### src/rtl/alu_sequencer.sv
// Multi-cycle sequencer for the 8-bit datapath: latches operands from a 4x8 register file,
// holds them on the shared ALU for ALU_LAT cycles, then retires result and flags.
module alu_sequencer #(
  parameter int unsigned ALU_LAT = 2
) (
  input  logic        clk,
  input  logic        rst,
  input  logic        instr_valid,
  output logic        instr_ready,
  input  logic [15:0] instr,
  output logic [7:0]  alu_a,
  output logic [7:0]  alu_b,
  output logic [2:0]  alu_op,
  input  logic [7:0]  alu_result,
  input  logic        alu_v,
  input  logic        alu_c,
  input  logic        alu_n,
  input  logic        alu_z,
  output logic        done,
  output logic [3:0]  flags,
  output logic [7:0]  last_result,
  input  logic [1:0]  dbg_sel,
  output logic [7:0]  dbg_data
);

  typedef enum logic [1:0] {StIdle, StExec, StWrite} state_e;

  localparam logic [3:0] LastCnt = 4'(ALU_LAT - 1);

  state_e     state_q, state_d;
  logic [3:0] cnt_q, cnt_d;
  logic [7:0] a_q, a_d;
  logic [7:0] b_q, b_d;
  logic [2:0] op_q, op_d;
  logic       wb_q, wb_d;
  logic [1:0] rd_q, rd_d;
  logic       done_q, done_d;
  logic [3:0] flags_q, flags_d;
  logic [7:0] last_q, last_d;
  logic [7:0] rf_q [4];
  logic [7:0] rf_d [4];

  // Reserved bit carries no meaning.
  logic unused_rsvd;
  assign unused_rsvd = instr[10];

  always_comb begin
    state_d = state_q;
    cnt_d   = cnt_q;
    a_d     = a_q;
    b_d     = b_q;
    op_d    = op_q;
    wb_d    = wb_q;
    rd_d    = rd_q;
    done_d  = 1'b0;
    flags_d = flags_q;
    last_d  = last_q;
    rf_d    = rf_q;
    unique case (state_q)
      StIdle: begin
        if (instr_valid) begin
          op_d    = instr[15:13];
          wb_d    = instr[11];
          rd_d    = instr[9:8];
          a_d     = rf_q[instr[9:8]];
          b_d     = instr[12] ? instr[7:0] : rf_q[instr[1:0]];
          cnt_d   = 4'd0;
          state_d = StExec;
        end
      end
      StExec: begin
        // done is registered so it is high exactly during the WRITE cycle.
        if (cnt_q == LastCnt) begin
          state_d = StWrite;
          done_d  = 1'b1;
        end else begin
          cnt_d = cnt_q + 4'd1;
        end
      end
      StWrite: begin
        flags_d = {alu_v, alu_c, alu_n, alu_z};
        last_d  = alu_result;
        if (wb_q) begin
          rf_d[rd_q] = alu_result;
        end
        state_d = StIdle;
      end
      default: state_d = StIdle;
    endcase
  end

  always_ff @(posedge clk) begin
    if (rst) begin
      state_q <= StIdle;
      cnt_q   <= 4'd0;
      a_q     <= 8'd0;
      b_q     <= 8'd0;
      op_q    <= 3'd0;
      wb_q    <= 1'b0;
      rd_q    <= 2'd0;
      done_q  <= 1'b0;
      flags_q <= 4'd0;
      last_q  <= 8'd0;
      rf_q    <= '{default: 8'd0};
    end else begin
      state_q <= state_d;
      cnt_q   <= cnt_d;
      a_q     <= a_d;
      b_q     <= b_d;
      op_q    <= op_d;
      wb_q    <= wb_d;
      rd_q    <= rd_d;
      done_q  <= done_d;
      flags_q <= flags_d;
      last_q  <= last_d;
      rf_q    <= rf_d;
    end
  end

  assign instr_ready = (state_q == StIdle);
  assign alu_a       = a_q;
  assign alu_b       = b_q;
  assign alu_op      = op_q;
  assign done        = done_q;
  assign flags       = flags_q;
  assign last_result = last_q;
  assign dbg_data    = rf_q[dbg_sel];

endmodule

### config.mk
export PLATFORM = sky130hd
export DESIGN_NAME = alu_sequencer
export DESIGN_NICKNAME = d
export VERILOG_FILES = /design/src/rtl/alu_sequencer.sv
export SDC_FILE = /design/constraint.sdc
export NUM_CORES = 1
export LEC_CHECK = 0
export CORE_AREA = 5 5 97 99
export DETAILED_ROUTE_END_ITERATION = 6
export DIE_AREA = 0 0 102 104
export PLACE_DENSITY = 0.7
export SLEW_MARGIN = 20
export SYNTH_ARGS = -nofsm -noshare
export SYNTH_HDL_FRONTEND = slang
export SYNTH_SLANG_ARGS = --single-unit
### constraint.sdc
create_clock -name clk -period 3.25 [get_ports clk]
set_input_delay 0.325 -clock clk [delete_from_list [all_inputs] [get_ports clk]]
set_output_delay 0.325 -clock clk [all_outputs]
set_load 0.005 [all_outputs]
---- Word level (Yosys, flattened, before mapping) ----
Index checks and enable logic that the tools add are counted.
word-level totals
  register bits ........................... 73
  input port bits ......................... 33
  output and inout bits ................... 41
  logic and storage cells ................. 59
cells by class
  $add $sub $neg .......................... 1
  order comparisons ....................... 5
  eq/ne operators ......................... 6
  multiplexer cells ....................... 20
  bitwise gates (word level) .............. 5
  reduce and logical (&&, ||, !) cells .... 8
operators by type and width
  cell                                                                    number
  8-bit 2-to-1 mux                                                        8
  8-bit binary-select mux with 2-bit select                               3
  32-bit bitwise mux                                                      1
  8-bit demux with 2-bit select                                           1
  3-bit >= comparator (second input constant)                             4
  2-bit NOT with 3-bit output                                             4
  4-bit 2-to-1 mux                                                        2
  4-bit case mux with 2 select lines                                      1
  2-bit != test (second input constant)                                   3
  2-bit AND reduction                                                     3
  4-bit by 1-bit adder with 4-bit output (second input constant)          1
  4-bit by 1-bit equality test with 1-bit output (second input constant)  1
  2-bit 2-to-1 mux                                                        2
  2-bit case mux with 2 select lines                                      1
  3-bit by 1-bit < comparator with 1-bit output (second input constant)   1
  3-bit AND reduction                                                     1
  2-bit by 1-bit equality test with 1-bit output (second input constant)  1
  2-bit equality test (second input constant)                             1
  2-bit zero test                                                         1
  2-bit nonzero test                                                      1
  2-bit OR reduction                                                      1
  1-bit logical AND                                                       1
  1-bit 2-to-1 mux                                                        1
  1-bit NOT                                                               1

---- Longest topological paths before layout ----
Gate-level depths: netlist of the first run.
  word-level depth ........................ 6
  gate-level depth with buffers ........... 5

---- Least setup slack after synthesis of the first run ----
OpenSTA, ideal clock, no wires.
  path kind ............................... input -> output
  from .................................... input dbg_sel[0]
  to ...................................... output dbg_data[0]
  arrival time ............................ 1.175 ns
  required time ........................... 2.925 ns
  slack ................................... 1.750 ns
  stages on the path ...................... 2
  buffers on the path ..................... 1
  path through ............................ clkbuf_1 > mux4_2
on the way
  longest elaborated chain between the ends .. 4
ends and longest elaborated chain
  element                                              line  text
  from (decl)                                          22    input logic [1:0] dbg_sel,
  2-bit NOT with 3-bit output (not written as such)    127   assign dbg_data = rf_q[dbg_sel];
  8-bit binary-select mux with 2-bit select            127
  8-bit 2-to-1 mux (not written as such) (2 in a row)  127
  to (decl)                                            23    output logic [7:0] dbg_data
No other way between the ends. The select of a mux whose other input is x is not followed.

---- Worst setup path in the final report of the first run ----
  from .................................... input dbg_sel[1]
  to ...................................... output dbg_data[2]
The elaborated chain is that of the path after synthesis.

==> reports/summary.txt, run 1 <==
Crit path max fanout: 8
CTS tree: done
Crit path buffers/inverters: 2
Max-cap violations: 0
Met3 usage: 3.35%
Resized Gates After CTS: 0
Synth top area share: 44.3%
Syn Std Cell Area: 0.00330 mm²
Final setup fails: 0
Top delay family on crit path: buffers and inverters
Post-CTS Setup Bufs: 0
Most used cell, CP: clkdlybuf4s50_1
Data arrival time of the critical path: 2.22 ns
Final Hold Fails: 0
CTS Root Cell: clkbuf_8
CP Cell Sequence: clkdlybuf4s50_1 -> mux4_2 -> clkdlybuf4s50_1
Pleak: 1.68 nW
Mapped Cells: 300
Sequential area share after synthesis: 44.3%
Peak supply drop: 212 µV
Met1 Usage GRT: 20.3%
Slowest CP cell: clkdlybuf4s50_1
Wirelength, routed: 8100 µm
Status: completed
Worst skew pair latency: 0.35 ns
Routability cong.: 0.764
DRT iter0 DRCs: 85
Core Rows: 34
Total Routing Usage GR: 15.7%
Num ports: 74
Worst hold path type: reg2reg
Router iterations before antenna repair: 5
Die area: 0.0106 mm²
Core ar.: 0.00847 mm²
Kind of critical path: in2out
Remaining DRCs: 0
Min Hold Slack: 0.455 ns
Die X: 102 µm
Final min period: 2.55 ns
Antenna Cells: 0
Total CTS buffers: 9
Pin count of the biggest net entering global routing: 34
Busiest grt layer: met2
Fin nets: 402
Fraction of layout instances using a drive strength above 1: 13.7%
Synth Register Bits: 73
Slew margin rel.: 53.6%
Unrepaired setup endpoints after global routing: false
CP max stage delay: 0.82 ns
Clock-pin slew on the worst setup and hold paths: 0.07 ns
Vias/cell: 5.27
PwrDens: 434 mW/mm²
Global Route met2 Usage: 25.1%
Cell count after placement: 464
Average wire per standard cell: 16.9 µm
Hold-fix buffers, CTS: 0
Critical Path RT: 2.92 ns
Period utilization: 78.4%
Buffers on Ports: 72
Fmax: 392 MHz
DIE HEIGHT: 104 µm
Gr ovfl total: 0
CP Launch Type: input port
Max-slew violations: 0
Worst Setup End Kind: output port
Clk buf depth: 2
Synth area leaders: dfxtp_1, mux4_2, mux2i_1
Num Clock Sinks: 73
Cell taking the most area after synthesis: dfxtp_1
Mapped Nets: 335
Avg Cell Area, Syn: 11.0 µm²
H-tree level count: 3
Depth of the worst hold-timing path: 2
Setup TNS: 0 ns
Fin worst setup slack: 0.700 ns
DR vias: 2,529
Crit. path cell count: 3
Global-route wire length before repair: 13,100 µm
Dpl ws: 0.673 ns
Initial core utilization: 38.9%
Worst-Margin Slew: 0.696 ns
Initial antenna violation count: 0
Synthesis Warnings: 0
Clock Skews: 0.0101 ns
Layout area overhead: 30.7%
Dpl hpwl: 5870 µm
Vias in the first global route: 2,600
Reg2Reg Depth: 3
Post-synth cell types: 35
Fin cells: 480
Antenna-violating nets left: 0
## worst reg2reg max path: cells and delay by family (launching register included)
kind	cells	cell delay, ns
DFF	1	0.46
and+or+nand+nor	2	0.93
muxes	1	0.28
## power breakdown
| group | internal (W) | switching [W] |
|---|---|---|
| sequential | 0.000908 | 0.0000135 |
| clock | 0.000432 | 0.000351 |
| combinational | 0.0000890 | 0.0000772 |
## layout make-up
class / instances / area [µm²]
Clock buffer: 9 / 124
Fill cell: 771 / 4160
Tap cell: 108 / 135
Inverter: 4 / 15.0
Clock inverter: 7 / 95.1
Multi-Input combinational cell: 202 / 1720
Timing Repair Buffer: 77 / 758
Sequential cell: 73 / 1460
## logic make-up (layout without fill, tap and decap cells)
family	count (synthesis)	in the layout	share of synthesized area (%)
and+or+nand+nor	91	91	13.5
buffers and inverters	25	97	3.49
adders and majority gates	2	2	0.759
DFF	73	73	44.3
AOI/OAI and AO/OA	45	45	10.1
muxes	64	64	27.8
## layer usage
metal | wire length, µm | vias to the layer above
li1 | - | 1231
met1 | 3620 | 1218
met2 | 3900 | 69
met3 | 431 | 11
met4 | 142 | 0
met5 | 0 | -
## synthesized netlist by cell type (all sizes together)
master / n
nor2: 3
a32o: 3
o31ai: 1
clkbuf: 9
or3b: 5
mux4: 22
nand3b: 3
o21bai: 3
o2bb2ai: 6
a22o: 14
a21boi: 2
buf: 12
nand2b: 3
inv: 4
nor3: 4
a21oi: 14
nand3: 1
or3: 1
o21ai: 2
nor3b: 1
dfxtp: 73
nand2: 65
nor4bb: 1
or4: 2
and2b: 1
ha: 2
nand4: 1
mux2i: 42
## stage by stage
step	utilization [%]	total power, W	area (µm²)
6_report	50.9	0.00187	4310
5_1_grt	50.9	0.00195	4310
4_1_cts	50.9	0.00189	4310
3_5_place_dp	48.3	0.00111	4090
3_3_place_gp	48.3	0.00111	4090
2_1_floorplan	-	0.00103	3300
## flip-flops by register name (all words and copies together) (netlist names)
name	cells
alu_op	3
flags	4
cnt_q	4
wb_q	1
alu_b	8
alu_a	8
state_q	2
last_result	8
rf_q	32
rd_q	2
done	1
## path summary, 6_finish.rpt
kind / startpoint / end / slack, ns
hold / removal: last_result[4] / last_result[4] / 0.46
setup / recovery: dbg_sel[1] / dbg_data[2] / 0.70
hold reg to reg: last_result[4] / last_result[4] / 0.46
setup reg to reg: state_q[1] / rf_q[5] / 1.51
## layout by cell type (no fill, tap or decap), drive strengths merged, types with 6 or more instances in the layout
cell type	instances
dfxtp	73
clkdlybuf4s50	72
nand2	65
mux2i	42
mux4	22
a22o	14
a21oi	14
clkbuf	9
o2bb2ai	6
No activity file was read; power rests on OpenSTA's default activity.
==> run 2: changes to the inputs <==
clock period = 2.6 ns   (was 3.25 ns; I/O delays follow)
==> run 2 against run 1 <==
First-iteration DRC count up 15%; die area unchanged; critical endpoint is now dbg_data[7]; critical path type unchanged; register-to-register slack worse by 0.62 ns; largest power group unchanged.
==> reports/summary.txt, run 2 (synthesized netlist as in run 1, its figures left out) <==
Initial core utilization: 38.9% (unchanged)
PwrDens: 533 mW/mm² (was 434 mW/mm²)
Worst skew pair latency: 0.35 ns (about the same)
Net switching power: 0.000533 W (was 0.000441 W)
Multi-input gate area: 0.00172 mm² (unchanged)
Critical Path RT: 2.34 ns (was 2.92 ns)
Final min period: 2.23 ns
Buffers on Ports: 72 (unchanged)
Core ar.: 0.00847 mm² (unchanged)
Max-cap violations: 0 (unchanged)
Crit path max fanout: 5 (was 8)
Clock-pin slew on the worst setup and hold paths: 0.07 ns (about the same)
Die area: 0.0106 mm² (unchanged)
Gr ovfl total: 0 (unchanged)
Fmax: 448 MHz
Final instance area: 0.00432 mm² (was 0.00431 mm²)
Data arrival time of the critical path: 1.97 ns (was 2.22 ns)
CP max stage delay: 0.67 ns (was 0.82 ns)
Combinational Power Share: 9.2% (was 8.9%)
Filler cells: 778 (was 771)
Dpl hpwl: 5830 µm (was 5870 µm)
Commonest non-fill, non-tap cell in the layout: dfxtp_1 (unchanged)
Vias/cell: 5.24 (was 5.27)
Pin count of the biggest net entering global routing: 41 (was 34)
Slew margin rel.: 53.6% (about the same)
CTS Root Cell: clkbuf_8 (unchanged)
Switching Fraction: 23.2% (was 23.6%)
Final Hold Fails: 0 (unchanged)
Average wire per standard cell: 16.5 µm (was 16.9 µm)
Antenna Cells: 0 (unchanged)
Period utilization: 85.8%
Unrepaired setup endpoints after global routing: false (unchanged)
Fraction of layout instances using a drive strength above 1: 14.2% (was 13.7%)
Slowest CP cell: clkdlybuf4s50_1 (unchanged)
Worst-Margin Slew: 0.694 ns (was 0.696 ns)
Core Rows: 34 (unchanged)
Layout area overhead: 31.1% (was 30.7%)
DIE HEIGHT: 104 µm (unchanged)
Storage cell area: 0.00146 mm² (unchanged)
Global-route wire length before repair: 13,000 µm (was 13,100 µm)
Worst Setup End Kind: output port (unchanged)
Total Routing Usage GR: 15.5% (was 15.7%)
Total CTS buffers: 9 (unchanged)
Most used cell, CP: clkdlybuf4s50_1 (unchanged)
CP Cell Sequence: clkdlybuf4s50_1 -> mux4_2 -> clkdlybuf4s50_1 (unchanged)
Router iterations before antenna repair: 6 (was 5)
Wirelength, routed: 7960 µm (was 8100 µm)
Worst hold path type: reg2reg (unchanged)
Fin nets: 404 (was 402)
Antenna-violating nets left: 0 (unchanged)
Largest Register: rf_q (unchanged)
Final setup fails: 0 (unchanged)
Setup TNS: 0 ns (unchanged)
Largest register FFs: 32 (unchanged)
Kind of critical path: in2out (unchanged)
CTS tree: done (unchanged)
Int Power: 0.00177 W (was 0.00143 W)
Initial antenna violation count: 0 (unchanged)
DR vias: 2,525 (was 2,529)
Pleak: 1.69 nW (was 1.68 nW)
Most frequent cells in the layout: dfxtp_1, clkdlybuf4s50_1, nand2_1, mux2i_1, mux4_2 (unchanged)
Reg2Reg Depth: 3 (unchanged)
Placed Area: 0.00410 mm² (was 0.00409 mm²)
Num Clock Sinks: 73 (unchanged)
Clock Skews: 0.0131 ns (was 0.0101 ns)
Post-CTS Setup Bufs: 0 (unchanged)
CP Launch Type: input port (unchanged)
Max-slew violations: 0 (unchanged)
Routability cong.: 0.787 (was 0.764)
Peak supply drop: 278 µV (was 212 µV)
Vias in the first global route: 2,554 (was 2,600)
Power share of the clock group: 40.8% (was 41.8%)
DRT iter0 DRCs: 98 (was 85)
Dpl ws: 0.353 ns (was 0.673 ns)
Num ports: 74 (unchanged)
Seq pwr share: 50.0% (was 49.3%)
Die X: 102 µm (unchanged)
H-tree level count: 3 (unchanged)
Min Hold Slack: 0.456 ns (was 0.455 ns)
Remaining DRCs: 0 (unchanged)
Status: completed (unchanged)
Fin worst setup slack: 0.368 ns (was 0.700 ns)
PnR Total Power: 0.00230 W (was 0.00187 W)
Resized Gates After CTS: 0 (unchanged)
Hold-fix buffers, CTS: 0 (unchanged)
Clk buf depth: 2 (unchanged)
Depth of the worst hold-timing path: 2 (unchanged)
run 2: cell count changes in the layout (fill, tap and decap cells not counted), sizes merged:
cell,delta
clkbuf,+3
clkinv,-3
buf,+2
bufinv,-1
clkinvlp,+1
run 2: path summary, 6_finish.rpt:
check | from | slack [ns] | endpoint
max | dbg_sel[0] | 0.37 | dbg_data[7]
min | last_result[4] | 0.46 | last_result[4]
max reg2reg | state_q[1] | 0.89 | rf_q[7]
min reg2reg | last_result[4] | 0.46 | last_result[4]
run 2: per-layer routing:
layer  global-route usage (%)  share of wire, %  wire (µm)  up-vias
met3                     3.29               4.8        382       11
met1                     21.2                47       3700     1228
met5                        0                 0          0        -
li1                         -                 -          -     1231
met2                     23.9                47       3730       55
met4                     6.00               1.8        144        0
run 2: worst max-delay path: cells and delay by family:
family                 cells  cell delay, ns
multiplexers               1            0.57
buffers and inverters      2            1.14
run 2: stage by stage:
stage / instances / util (%)
2_1_floorplan: 300 / -
3_3_place_gp: 466 / 48.5
3_5_place_dp: 466 / 48.5
4_1_cts: 482 / 51.0
5_1_grt: 482 / 51.0
6_report: 482 / 51.0
run 2: power groups by stage:
stage | registers, W | clock network (W) | logic [W]
final | 0.00115 | 0.000940 | 0.000211
after global routing | 0.00115 | 0.00102 | 0.000229
after CTS | 0.00115 | 0.000968 | 0.000214
after detailed placement | 0.00118 | 0 | 0.000214
after global placement | 0.00118 | 0 | 0.000210
after floorplan | 0.00117 | 0 | 0.000110
run 2: layout make-up:
cell class / count / share of cell area [%]
Multi-Input combinational cell: 202 / 39.8
Timing Repair Buffer: 79 / 17.9
Clock buffer: 12 / 3.82
Sequential cell: 73 / 33.8
Inverter: 4 / 0.348
Tap cell: 108 / 3.13
Clock inverter: 4 / 1.16
==> run 3: changes to the inputs <==
CAP_MARGIN = 40   (was not set)
GPL_ROUTABILITY_DRIVEN = 0   (was not set)
==> results of run 3 <==
Final layout, timing and power as in run 2 (identical DEF).
